## src/rtl/fpu_pkg.sv

```systemverilog
// Shared FPU types and constants: binary32 layout, divider state and special-case class.
package fpu_pkg;

  localparam int unsigned FP_EXP_BIAS = 127;
  localparam int unsigned FP_EXP_MAX  = 255;
  localparam int unsigned FDIV_QBITS  = 26;
  localparam int unsigned FDIV_CNT_W  = 5;
  localparam int unsigned FP_MANT_W   = 24;
  localparam logic [31:0] FP_QNAN     = 32'h7FC0_0000;

  typedef struct packed {
    logic        sign;
    logic [7:0]  exp;
    logic [22:0] frac;
  } float32_t;

  typedef enum logic [1:0] {IDLE, DIV, ROUND, DONE} fdiv_state_e;

  typedef enum logic [1:0] {SP_NONE, SP_NAN, SP_INF, SP_ZERO} fdiv_spec_e;

  // Denormal operands (exp == 0) count as zero.
  function automatic fdiv_spec_e fdiv_classify(input float32_t a, input float32_t b);
    logic nan_a, nan_b, inf_a, inf_b, zero_a, zero_b;
    nan_a  = (a.exp == 8'hFF) && (a.frac != 23'd0);
    nan_b  = (b.exp == 8'hFF) && (b.frac != 23'd0);
    inf_a  = (a.exp == 8'hFF) && (a.frac == 23'd0);
    inf_b  = (b.exp == 8'hFF) && (b.frac == 23'd0);
    zero_a = (a.exp == 8'h00);
    zero_b = (b.exp == 8'h00);
    if (nan_a || nan_b || (zero_a && zero_b) || (inf_a && inf_b)) return SP_NAN;
    else if (inf_a || zero_b)                                     return SP_INF;
    else if (zero_a || inf_b)                                     return SP_ZERO;
    else                                                          return SP_NONE;
  endfunction

endpackage

```

## src/rtl/fdiv_iter_round.sv

```systemverilog
// Combinational normalise / round-to-nearest-even / pack stage for the iterative divider.
module fdiv_iter_round
  import fpu_pkg::*;
#(
  parameter bit ROUND_EN = 1'b1
) (
  input  logic [FDIV_QBITS-1:0] q_i,
  input  logic                  rem_nz_i,
  input  logic                  sign_i,
  input  logic signed [9:0]     exp_i,
  input  fdiv_spec_e            spec_i,
  output logic [31:0]           y_c,
  output logic                  ovf_c,
  output logic                  udf_c
);

  logic [22:0]       frac;
  logic              guard;
  logic              sticky;
  logic              inc;
  logic              carry;
  logic [22:0]       frac_r;
  logic signed [9:0] exp_n;
  logic signed [9:0] exp_r;

  // Hidden bit is q[25] or q[24]; only the fraction below it is kept.
  always_comb begin
    frac   = q_i[25] ? q_i[24:2] : q_i[23:1];
    guard  = q_i[25] ? q_i[1]    : q_i[0];
    sticky = rem_nz_i | (q_i[25] & q_i[0]);
    exp_n  = exp_i + $signed({9'd0, q_i[25]});
    inc    = ROUND_EN && guard && (sticky || frac[0]);
    carry  = inc && (&frac);
    frac_r = frac + 23'(inc);
    exp_r  = exp_n + $signed({9'd0, carry});
  end

  always_comb begin
    y_c   = 32'd0;
    ovf_c = 1'b0;
    udf_c = 1'b0;
    case (spec_i)
      SP_NAN:  y_c = FP_QNAN;
      SP_INF:  y_c = {sign_i, 8'hFF, 23'd0};
      SP_ZERO: y_c = {sign_i, 31'd0};
      default: begin
        if (exp_r >= 10'sd255) begin
          y_c   = {sign_i, 8'hFF, 23'd0};
          ovf_c = 1'b1;
        end else if (exp_r <= 10'sd0) begin
          y_c   = {sign_i, 31'd0};
          udf_c = 1'b1;
        end else begin
          y_c = {sign_i, exp_r[7:0], frac_r};
        end
      end
    endcase
  end

endmodule

```

## src/rtl/fdiv_iter.sv

```systemverilog
// Multicycle binary32 divider: restoring radix-2, one quotient bit per cycle, valid/ready handshake.
module fdiv_iter
  import fpu_pkg::*;
#(
  parameter bit ROUND_EN = 1'b1
) (
  input  logic        clk,
  input  logic        rstn,
  input  logic        in_valid,
  output logic        in_ready,
  input  logic [31:0] x1,
  input  logic [31:0] x2,
  output logic        out_valid,
  input  logic        out_ready,
  output logic [31:0] y,
  output logic        ovf,
  output logic        udf
);

  fdiv_state_e               state_q, state_d;
  logic [FDIV_CNT_W-1:0]     cnt_q, cnt_d;
  logic [FDIV_QBITS-1:0]     rem_q, rem_d;
  logic [FDIV_QBITS-1:0]     q_q, q_d;
  logic [FP_MANT_W-1:0]      div_q, div_d;
  logic                      sign_q, sign_d;
  logic signed [9:0]         exp_q, exp_d;
  fdiv_spec_e                spec_q, spec_d;
  logic                      in_ready_q, in_ready_d;
  logic                      out_valid_q, out_valid_d;
  logic [31:0]               y_q, y_d;
  logic                      ovf_q, ovf_d;
  logic                      udf_q, udf_d;

  float32_t                  a, b;
  logic                      ge_c;
  logic [FDIV_QBITS-1:0]     rem_sub_c;
  logic [31:0]               rnd_y_c;
  logic                      rnd_ovf_c, rnd_udf_c;

  assign a = x1;
  assign b = x2;

  // Restoring step: subtract when the partial remainder covers the divisor, then shift.
  assign ge_c      = rem_q >= {2'b00, div_q};
  assign rem_sub_c = ge_c ? (rem_q - {2'b00, div_q}) : rem_q;

  fdiv_iter_round #(.ROUND_EN(ROUND_EN)) u_round (
    .q_i      (q_q),
    .rem_nz_i (rem_q != '0),
    .sign_i   (sign_q),
    .exp_i    (exp_q),
    .spec_i   (spec_q),
    .y_c      (rnd_y_c),
    .ovf_c    (rnd_ovf_c),
    .udf_c    (rnd_udf_c)
  );

  always_ff @(posedge clk or negedge rstn) begin
    if (!rstn) begin
      state_q     <= IDLE;
      cnt_q       <= '0;
      rem_q       <= '0;
      q_q         <= '0;
      div_q       <= '0;
      sign_q      <= 1'b0;
      exp_q       <= '0;
      spec_q      <= SP_NONE;
      in_ready_q  <= 1'b1;
      out_valid_q <= 1'b0;
      y_q         <= '0;
      ovf_q       <= 1'b0;
      udf_q       <= 1'b0;
    end else begin
      state_q     <= state_d;
      cnt_q       <= cnt_d;
      rem_q       <= rem_d;
      q_q         <= q_d;
      div_q       <= div_d;
      sign_q      <= sign_d;
      exp_q       <= exp_d;
      spec_q      <= spec_d;
      in_ready_q  <= in_ready_d;
      out_valid_q <= out_valid_d;
      y_q         <= y_d;
      ovf_q       <= ovf_d;
      udf_q       <= udf_d;
    end
  end

  always_comb begin
    state_d     = state_q;
    cnt_d       = cnt_q;
    rem_d       = rem_q;
    q_d         = q_q;
    div_d       = div_q;
    sign_d      = sign_q;
    exp_d       = exp_q;
    spec_d      = spec_q;
    in_ready_d  = in_ready_q;
    out_valid_d = out_valid_q;
    y_d         = y_q;
    ovf_d       = ovf_q;
    udf_d       = udf_q;
    case (state_q)
      IDLE: begin
        if (in_valid) begin
          state_d    = DIV;
          cnt_d      = '0;
          rem_d      = {2'b00, 1'b1, a.frac};
          div_d      = {1'b1, b.frac};
          q_d        = '0;
          sign_d     = a.sign ^ b.sign;
          exp_d      = $signed({2'b00, a.exp}) - $signed({2'b00, b.exp})
                       + $signed(10'(FP_EXP_BIAS - 1));
          spec_d     = fdiv_classify(a, b);
          in_ready_d = 1'b0;
        end
      end
      DIV: begin
        rem_d = rem_sub_c << 1;
        q_d   = {q_q[FDIV_QBITS-2:0], ge_c};
        if (cnt_q == FDIV_CNT_W'(FDIV_QBITS - 1)) state_d = ROUND;
        else                                      cnt_d   = cnt_q + 1'b1;
      end
      ROUND: begin
        y_d         = rnd_y_c;
        ovf_d       = rnd_ovf_c;
        udf_d       = rnd_udf_c;
        out_valid_d = 1'b1;
        state_d     = DONE;
      end
      DONE: begin
        if (out_ready) begin
          out_valid_d = 1'b0;
          in_ready_d  = 1'b1;
          state_d     = IDLE;
        end
      end
      default: state_d = IDLE;
    endcase
  end

  assign in_ready  = in_ready_q;
  assign out_valid = out_valid_q;
  assign y         = y_q;
  assign ovf       = ovf_q;
  assign udf       = udf_q;

endmodule

```

## config.mk

```make
export PLATFORM = sky130hd
export DESIGN_NAME = fdiv_iter
export DESIGN_NICKNAME = d
export VERILOG_FILES = /design/src/rtl/fpu_pkg.sv /design/src/rtl/fdiv_iter_round.sv /design/src/rtl/fdiv_iter.sv
export SDC_FILE = /design/constraint.sdc
export NUM_CORES = 1
export LEC_CHECK = 0
export ABC_AREA = 1
export ABC_CLOCK_PERIOD_IN_PS = 9200
export BUFFER_PORTS_ARGS = -buffer_cell sky130_fd_sc_hd__clkbuf_2
export CAP_MARGIN = 30
export CELL_PAD_IN_SITES_DETAIL_PLACEMENT = 1
export CELL_PAD_IN_SITES_GLOBAL_PLACEMENT = 1
export CORE_MARGIN = 4
export CORE_UTILIZATION = 45
export CTS_CLUSTER_SIZE = 30
export DETAILED_ROUTE_END_ITERATION = 10
export GPL_TIMING_DRIVEN = 0
export PLACE_DENSITY = 0.86
export SETUP_SLACK_MARGIN = 0.15
export SLEW_MARGIN = 0
export SYNTH_ARGS = -nofsm -noshare
export SYNTH_HDL_FRONTEND = slang
export SYNTH_SLANG_ARGS = --single-unit
```

## constraint.sdc

```tcl
create_clock -name clk -period 9.2 [get_ports clk]
set_clock_uncertainty 0.1 [all_clocks]
set_input_delay 1.38 -clock clk [delete_from_list [all_inputs] [get_ports clk]]
set_output_delay 1.38 -clock clk [all_outputs]
set_load 0.005 [all_outputs]
```

==> flow_metrics.tcl, run 1 <==
set metrics [dict create \
    synth.area.mux_share_pct 0 \
    min_period_ns 4.73 \
    met3WireLength_um 1840 \
    hold_violations 0 \
    wl_met1_um 15000 \
    relSlewSlack_pct 44.9 \
    hp-class "reg -> reg" \
    first_global_vias 10600 \
    via_per_inst 5.52 \
    fmax_ghz 0.212 \
    place_inst 1815 \
    drc_errors 0 \
    start_kind "flop" \
    rr_startpoint "q_q[25]" \
    start_util_pct 46.0 \
    synth-simple-area-share_pct 33.6 \
    synth-compound-area-share_pct 11.7 \
    nNetsFinal 1678 \
    grt_max_degree 90 \
    core_mm2 0.0212 \
    port_buffers 103 \
    post_cts_buffers 0 \
    timing.critical_path.buf_inv 5 \
    drt-initial-drc-count 741 \
    crit_type "reg -> reg" \
    cp-startpoint "q_q[25]" \
    routed_wl_um 33000 \
    synth_top_family_by_area "simple AND/OR/NAND/NOR gates" \
    gr-usage-all-layers_pct 27.9 \
    gp_congestion 0.954 \
    hpwl_um 25700 \
    syn_inst 1436 \
    ys_ff_latch 132 \
    syn_avg_cell_area_um2 6.77 \
    clock-sinks 132 \
    register_area_mm2 0.00330 \
    rsz0062_at_grt "no" \
    peakVddDrop_mv 0.132 \
    power_density_mw_per_mm2 388 \
    htreeDepth 4 \
    io_pins 104 \
    min_period_over_period_pct 51.4 \
    fillCellCount 2889 \
    final_common_cell "nand2_1" \
    yosysWarningCount 0 \
    finalHoldWorstSlack_ns 0.377 \
    crit_slowest_cell "o21ai_0" \
    synth_cell_type_count 51 \
    async_flop_share_pct 100 \
    r2r-end "y[20]" \
    syn_nets 1555 \
    cts-root-buf "clkbuf_16" \
    crit_chain "buf_6, buf_2, o21ai_0, nor3_1, a31oi_1, nand4_1, fa_1, inv_1, ha_1, nand3_1, nor2_1, nand2_1, xor2_1, inv_1, nand3_1, nand3_2, nor2_4, buf_6, nand3_1, nand2_1" \
    grt_remaining_overflow 0 \
    firstDrtPassIters 5 \
    cp-endpoint "y[20]" \
    leakage_nw 5.93 \
    wl_per_cell_um 17.9 \
    r2r.worst_path.cells 20 \
    setup_viol 0 \
    cap_violations 0 \
    dr_wl_met2_um 15300 \
    worstPathArrival_ns 5.00 \
    stdcell_count 1847 \
    cp_data_required_time_ns 9.47 \
    cts_buffers 17 \
    antenna_found_initial 0 \
    cp.depth 20 \
    rows 53 \
    die_w_um 155 \
    crit_path_max_fanout 10 \
    fin_util_pct 52.9 \
    drive_gt1_share_pct 12.2 \
    yosys.area_share.xor_xnor_pct 2.16 \
    synth-seq-area-share_pct 34.0 \
    synth-main-ff-cell "dfrtp_1" \
    worst_pin_slew_ns 0.826 \
    die_y_um 155 \
    die-area_mm2 0.0240 \
    top_layer "met4" \
    finalSetupTns_ns 0 \
    vias 10200 \
    clkTransAtPathRegs_ns 0.06 \
    rrSetupSlack_ns 4.47 \
    syn_area_mm2 0.00972 \
    final_antenna_net_count 0 \
    insertedDiodeCount 0 \
    final_cell_mix "408 x nand2_1, 244 x inv_1, 131 x dfrtp_1" \
    cts_tree "built" \
    synth-adder-area-share_pct 6.79 \
    cts_hold_buf 0 \
    drv_slew 0 \
    endpoint_kind "flop" \
    cpPeakStageDelay_ns 0.56 \
    insertion_delay_ns 0.44 \
    outcome "finished clean" \
    clockBufferDepth 2 \
    grt_pass1_wl_um 54200 \
    syn_to_final_growth_pct 15.1 \
    multi_input_area_mm2 0.00528 \
    path_delay_family "simple AND/OR/NAND/NOR gates" \
    path_common_cell "nand3_1" \
    synth_edf_count 0 \
    cts_resized 0 \
]
-- per-layer routing --
metal / global-route usage, % / vias up
li1: - / 4859
met1: 38.1 / 4992
met2: 45.6 / 299
met3: 4.37 / 54
met4: 8.96 / 0
met5: 0 / -
-- final cells by class --
class	instances	share of cell area, %
plain buffers	38	1.70
multi-input cells	1014	47.2
clock inverters	12	1.06
repair buffers	104	4.93
clock buffers	20	4.08
inverters	252	8.45
well taps	275	3.07
flip-flops and latches	132	29.5
-- stage by stage --
stage                     worst slack (ns)  area (um^2)  total power, mW
after floorplan                       5.76         9720             2.80
after global placement                4.43        10600             3.47
after detailed placement              4.55        10600             3.58
after CTS                             4.49        11200             4.32
after global routing                  4.22        11200             4.73
final                                 4.47        11200             4.34
-- flip-flops by register name (all words and copies together), names as in the netlist --
signal,count
state_q,2
div_q,24
in_ready,1
out_valid,1
exp_q,10
udf,1
rem_q,26
q_q,26
spec_q,2
cnt_q,5
ovf,1
y,32
sign_q,1
-- worst min path at each step --
stage | startpoint | endpoint | slack [ns] | cells past startpoint
2_1_floorplan | div_q[23] | div_q[23] | 0.33 | 2
3_3_place_gp | div_q[23] | div_q[23] | 0.34 | 2
3_5_place_dp | div_q[23] | div_q[23] | 0.36 | 2
4_1_cts | div_q[23] | div_q[23] | 0.38 | 2
5_1_grt | div_q[23] | div_q[23] | 0.39 | 2
6_report | y[17] | y[17] | 0.38 | 2
-- cell families after synthesis --
| kind of cell | count (synthesis) |
|---|---|
| buffers and inverters | 290 |
| XOR/XNOR | 24 |
| flip-flops | 132 |
| AO/OA/AOI/OAI | 198 |
| adder cells (fa/ha/maj) | 51 |
| AND/OR/NAND/NOR | 741 |
-- Yosys cell counts (7+ instances only) --
master / number / area, um^2
nand2_1: 408 / 1530
inv_1: 244 / 916
dfrtp_1: 131 / 3280
nor2_1: 119 / 447
nand3_1: 96 / 480
a21oi_1: 70 / 350
o21ai_0: 59 / 295
nand4_1: 56 / 350
ha_1: 48 / 601
o22ai_1: 26 / 163
clkbuf_1: 25 / 93.8
nor3_1: 14 / 70.1
o21ai_2: 14 / 123
xor2_1: 14 / 123
nand3b_1: 12 / 90.1
xnor2_1: 10 / 87.6
o21ai_1: 8 / 40.0
nor4_1: 7 / 43.8
-- worst reg2reg max path: stages, from the launching register on --
cell     delay [ns]
dfrtp_1        0.47
buf_6          0.20
buf_2          0.19
o21ai_0        0.57
nor3_1         0.09
a31oi_1        0.46
nand4_1        0.29
fa_1           0.45
inv_1          0.07
ha_1           0.20
nand3_1        0.12
nor2_1         0.17
nand2_1        0.11
xor2_1         0.24
inv_1          0.07
nand3_1        0.11
nand3_2        0.14
nor2_4         0.28
buf_6          0.20
nand3_1        0.09
nand2_1        0.07
-- power by group --
group	switching, mW	internal, mW
logic	1.79	0.850
registers	0.183	0.834
clock network	0.292	0.391
(Power assumes the default switching activity.)
==> run 2, diff against run 1 <==
Settings changed: ABC_CLOCK_PERIOD_IN_PS 9200 to 4350, CORE_UTILIZATION 45 to 43, PLACE_DENSITY 0.86 to 0.83.
Clock period 9.2 ns to 4.35 ns, I/O delays scaled along.
==> flow_metrics.tcl, run 2 (synthesis gave the netlist of run 1 again) <==
set metrics [dict create \
    final_antenna_net_count 0 \
    min_period_ns 3.97 \
    clkTransAtPathRegs_ns 0.06 \
    clock_power_share_pct 16.4 \
    cap_violations 0 \
    gr-usage-all-layers_pct 26.6 \
    pre_cts_ws_ns -0.217 \
    hpwl_um 25500 \
    setup_viol 0 \
    die-area_mm2 0.0251 \
    min_period_over_period_pct 91.2 \
    worstPathArrival_ns 4.19 \
    final_cell_mix "408 x nand2_1, 244 x inv_1, 130 x dfrtp_1" \
    cts_buffers 17 \
    worst_pin_slew_ns 0.831 \
    vias 10100 \
    seq_power_share_pct 23.2 \
    antenna_found_initial 0 \
    nNetsFinal 1686 \
    routed_wl_um 33000 \
    drv_slew 0 \
    grt_remaining_overflow 0 \
    die_w_um 158 \
    port_buffers 103 \
    peakVddDrop_mv 0.256 \
    p_comb_share_pct 60.4 \
    p_int_mw 4.54 \
    wl_per_cell_um 17.8 \
    die_y_um 158 \
    htreeDepth 4 \
    clockBufferDepth 2 \
    power_switching_share_pct 51.0 \
    drt-initial-drc-count 732 \
    setup_ws_ns 0.381 \
    insertion_delay_ns 0.43 \
    hold_violations 0 \
    drive_gt1_share_pct 13.4 \
    outcome "finished clean" \
    grt_pass1_wl_um 53100 \
    power_density_mw_per_mm2 815 \
    final_common_cell "nand2_1" \
    rsz0062_at_grt "no" \
    rows 54 \
    leakage_nw 6.00 \
    relSlewSlack_pct 44.6 \
    final_area_mm2 0.0114 \
    grt_max_degree 104 \
    via_per_inst 5.42 \
    crit_path_max_fanout 10 \
    start_util_pct 44.1 \
    endpoint_kind "flop" \
    fmax_ghz 0.252 \
    gp_congestion 0.918 \
    cp_data_required_time_ns 4.57 \
    cts-root-buf "clkbuf_16" \
    switchingPower_mw 4.73 \
    place_area_mm2 0.0106 \
    crit_type "reg -> reg" \
    insertedDiodeCount 0 \
    largest_reg_flops 32 \
    io_pins 104 \
    first_global_vias 10200 \
    hp-class "in -> async" \
    core_mm2 0.0220 \
    syn_to_final_growth_pct 16.9 \
    clock-sinks 132 \
    drc_errors 0 \
    firstDrtPassIters 5 \
    cts_tree "built" \
    start_kind "flop" \
]
## run 2: cell count changes in the layout (fill, tap and decap cells not counted), moves of 2 or more
cell,change
o21ai_2,+4
bufinv_16,+2
nor4_1,-2
o21ai_1,-2
nor4_2,+2
o21ai_0,-2
clkinvlp_4,+3
inv_6,-3
buf_4,+8
## run 2: final timing paths
path                             endpoint  slack [ns]       from  depth (start not counted)
min in group clk                div_q[23]        0.36  div_q[23]                          2
max in group asynchronous         q_q[25]        3.30       rstn                          2
worst min-delay path            rem_q[15]        0.02       rstn                          1
worst min register to register  div_q[23]        0.36  div_q[23]                          2
worst max-delay path                 y[6]        0.38    q_q[25]                         19
worst max register to register       y[6]        0.38    q_q[25]                         19
## run 2: what timing repair did
item                       CTS  global route
hold buffers                 0             0
setup endpoints to repair   30            30
hold endpoints to repair     0             0
setup buffers                3             4
cloned                       0             1
gates resized for setup      3            18
pin swaps                    1             6
## run 2: area by class of cell
| type | instances | area, um^2 |
|---|---|---|
| Fill cell | 2935 | 10700 |
| Multi-Input combinational cell | 1014 | 5360 |
| Sequential cell | 132 | 3310 |
| Inverter | 252 | 946 |
| Timing Repair Buffer | 112 | 612 |
| Clock buffer | 19 | 453 |
| Tap cell | 280 | 350 |
| Buffer | 38 | 193 |
| Clock inverter | 12 | 155 |
## run 2: power groups by stage
stage / registers, mW / clock network, mW / logic (mW)
3_5_place_dp: 2.15 / 0 / 5.41
5_1_grt: 2.21 / 1.59 / 6.31
2_1_floorplan: 2.06 / 0 / 3.86
6_report: 2.15 / 1.52 / 5.60
3_3_place_gp: 2.12 / 0 / 5.25
4_1_cts: 2.14 / 1.54 / 5.49
## run 2: metrics by stage
step | TNS (ns) | total power, mW | hold slack, ns | util [%] | instances
global route | 0 | 10.1 | 0.0210 | 51.6 | 1859
finish | 0 | 9.27 | 0.0156 | 51.6 | 1859
CTS | 0 | 9.17 | 0.0189 | 51.1 | 1854
global placement | -1.02 | 7.37 | 0.342 | 48.1 | 1819
detailed placement | -2.36 | 7.56 | 0.349 | 48.2 | 1820
floorplan | 0 | 5.92 | 0.257 | - | 1436
## run 2: layer usage
layer  GRT usage [%]  vias to the layer above  share of wire (%)
met5               0                        -                  0
met4            6.21                        0                1.5
met3            3.48                       27                4.9
met2            43.1                      270                 46
met1            38.1                     4914                 48
li1                -                     4864                  -
## run 2: worst max-delay path: stages (launching register included)
cell and delay [ns]:
dfrtp_2 0.45, buf_6 0.17, clkbuf_4 0.20, o21ai_2 0.30, nand4_1 0.21, nor4_2 0.20, nand4_1 0.22, fa_2 0.41
inv_1 0.07, ha_2 0.20, nand3_1 0.12, nor2_2 0.12, nand2_1 0.10, xor2_2 0.22, nand3_1 0.12, a21oi_1 0.25
nor2_4 0.11, buf_4 0.18, nand2_1 0.06, nand2_1 0.05
==> run 3, diff against run 2 <==
Settings changed: ABC_CLOCK_PERIOD_IN_PS 4350 to 3900.
Clock period 4.35 ns to 3.9 ns, I/O delays scaled along.
==> flow_metrics.tcl, run 3 (synthesis gave the netlist of run 1 again) <==
set metrics [dict create \
    largest_reg_flops 32 \
    hp-class "in -> reg" \
    cts_tree "built" \
    drive_gt1_share_pct 16.9 \
    grt_remaining_overflow 0 \
    worst_pin_slew_ns 0.860 \
    place_inst 1820 \
    core_mm2 0.0220 \
    cts_buffers 17 \
    rrSetupSlack_ns 0.16 \
    r2r.worst_path.cells 20 \
    endpoint_kind "flop" \
    outcome "finished clean" \
    crit_path_max_fanout 8 \
    gp_congestion 0.918 \
    io_pins 104 \
    cap_violations 0 \
    leakage_nw 6.19 \
    drv_slew 0 \
    gr-usage-all-layers_pct 27.1 \
    firstDrtPassIters 5 \
    cp-startpoint "q_q[25]" \
    final_antenna_net_count 0 \
    insertion_delay_ns 0.43 \
    cpPeakStageDelay_ns 0.47 \
    cp_data_required_time_ns 4.17 \
    rsz0062_at_grt "yes" \
    htreeDepth 4 \
    clock-sinks 132 \
    crit_chain "buf_12, clkbuf_16, o21ai_4, nand4_1, nor4_2, nand4_1, fa_2, inv_2, ha_4, nand3_4, nor2_4, nand2_2, xor2_2, inv_1, nand3_2, nand3_4, nor2_4, buf_6, nand3_2, nand2_2" \
    fillCellCount 2903 \
    hpwl_um 25500 \
    peakVddDrop_mv 0.285 \
    min_period_over_period_pct 96.0 \
    relSlewSlack_pct 42.7 \
    antenna_found_initial 0 \
    insertedDiodeCount 0 \
    crit_slowest_cell "dfrtp_2" \
    drc_errors 0 \
    port_buffers 103 \
    fin_util_pct 53.9 \
    wl_per_cell_um 19.2 \
    vias 10300 \
    setup_ws_ns 0.158 \
    start_util_pct 44.1 \
    crit_type "reg -> reg" \
    min_period_ns 3.74 \
    stdcell_count 1880 \
    hold_start "x2[14]" \
    syn_to_final_growth_pct 22.2 \
    setup_viol 0 \
    hold_violations 0 \
    power_density_mw_per_mm2 921 \
    rows 54 \
    first_global_vias 10400 \
    worstPathArrival_ns 4.01 \
    pre_cts_ws_ns -0.667 \
    whs_path_depth 3 \
    routed_wl_um 36000 \
    clockBufferDepth 2 \
    holdPathEnd "div_q[14]" \
    cts-root-buf "clkbuf_16" \
    die_w_um 158 \
    die-area_mm2 0.0251 \
    die_y_um 158 \
    rr_startpoint "q_q[25]" \
    timing.critical_path.buf_inv 5 \
    drt-initial-drc-count 777 \
    grt_pass1_wl_um 54200 \
    total_power_mw 10.9 \
    r2r-end "y[20]" \
    via_per_inst 5.50 \
    start_kind "flop" \
    final_cell_mix "390 x nand2_1, 242 x inv_1, 130 x dfrtp_1" \
    fmax_ghz 0.267 \
    grt_max_degree 104 \
    clkTransAtPathRegs_ns 0.07 \
    nNetsFinal 1707 \
    path_delay_family "simple AND/OR/NAND/NOR gates" \
    final_common_cell "nand2_1" \
]
==> run 3: changes by cell type in the layout (fill, tap and decap cells not counted), sizes merged <==
cell | before | now
buf | 21 | 41
dlygate4sd3 | 0 | 1
==> run 3: worst max path at each step <==
stage | to | slack [ns] | cells after the start
after global routing | y[15] | -0.02 | 21
final | y[20] | 0.16 | 20
after global placement | y[20] | -0.59 | 20
after CTS | y[18] | 0.15 | 21
after detailed placement | y[20] | -0.67 | 20
after floorplan | y[18] | 0.46 | 20
==> run 3: area by class of cell <==
type / count / area [um^2] / area share [%]
Multi-Input combinational cell: 1014 / 5640 / 47.5
Sequential cell: 132 / 3310 / 27.8
Inverter: 252 / 948 / 7.98
Timing Repair Buffer: 133 / 805 / 6.77
Clock buffer: 19 / 453 / 3.81
Tap cell: 280 / 350 / 2.95
Buffer: 38 / 221 / 1.86
Clock inverter: 12 / 155 / 1.31
==> run 3: where the power goes <==
group	leakage [nW]	total, mW	switching [mW]	internal, mW
registers	1.67	2.43	0.457	1.97
clock network	0.283	1.71	0.671	1.04
logic	4.23	6.80	4.50	2.30
total	6.19	10.9	5.63	5.31
==> run 3: timing repair <==
| action | in CTS | in global routing |
|---|---|---|
| resized for setup | 32 | 63 |
| hold endpoints to repair | 29 | 0 |
| pin swaps | 10 | 29 |
| hold buffers | 1 | 0 |
| setup endpoints to repair | 33 | 32 |
| gates cloned | 1 | 1 |
| setup buffers | 13 | 13 |
==> run 3: stage by stage <==
stage	hold WS (ns)	setup TNS, ns	area (um^2)
6_report	0.311	0	11900
5_1_grt	0.312	-0.0681	11900
4_1_cts	0.306	0	11500
3_5_place_dp	0.349	-15.67	10600
3_3_place_gp	0.342	-26.27	10600
2_1_floorplan	0.189	0	9720
==> run 3: layer usage <==
metal / vias to the layer above / wire (um) / track usage, %
met5: - / 0 / 0
met2: 267 / 17200 / 44.5
li1: 4916 / - / -
met4: 0 / 620 / 5.32
met1: 5115 / 16500 / 38.0
met3: 47 / 1710 / 4.84
==> run 3: tightest hold or removal path, cell delays in order <==
cell and delay (ns):
clkbuf_2 0.08, inv_1 0.06, o21ai_0 0.08
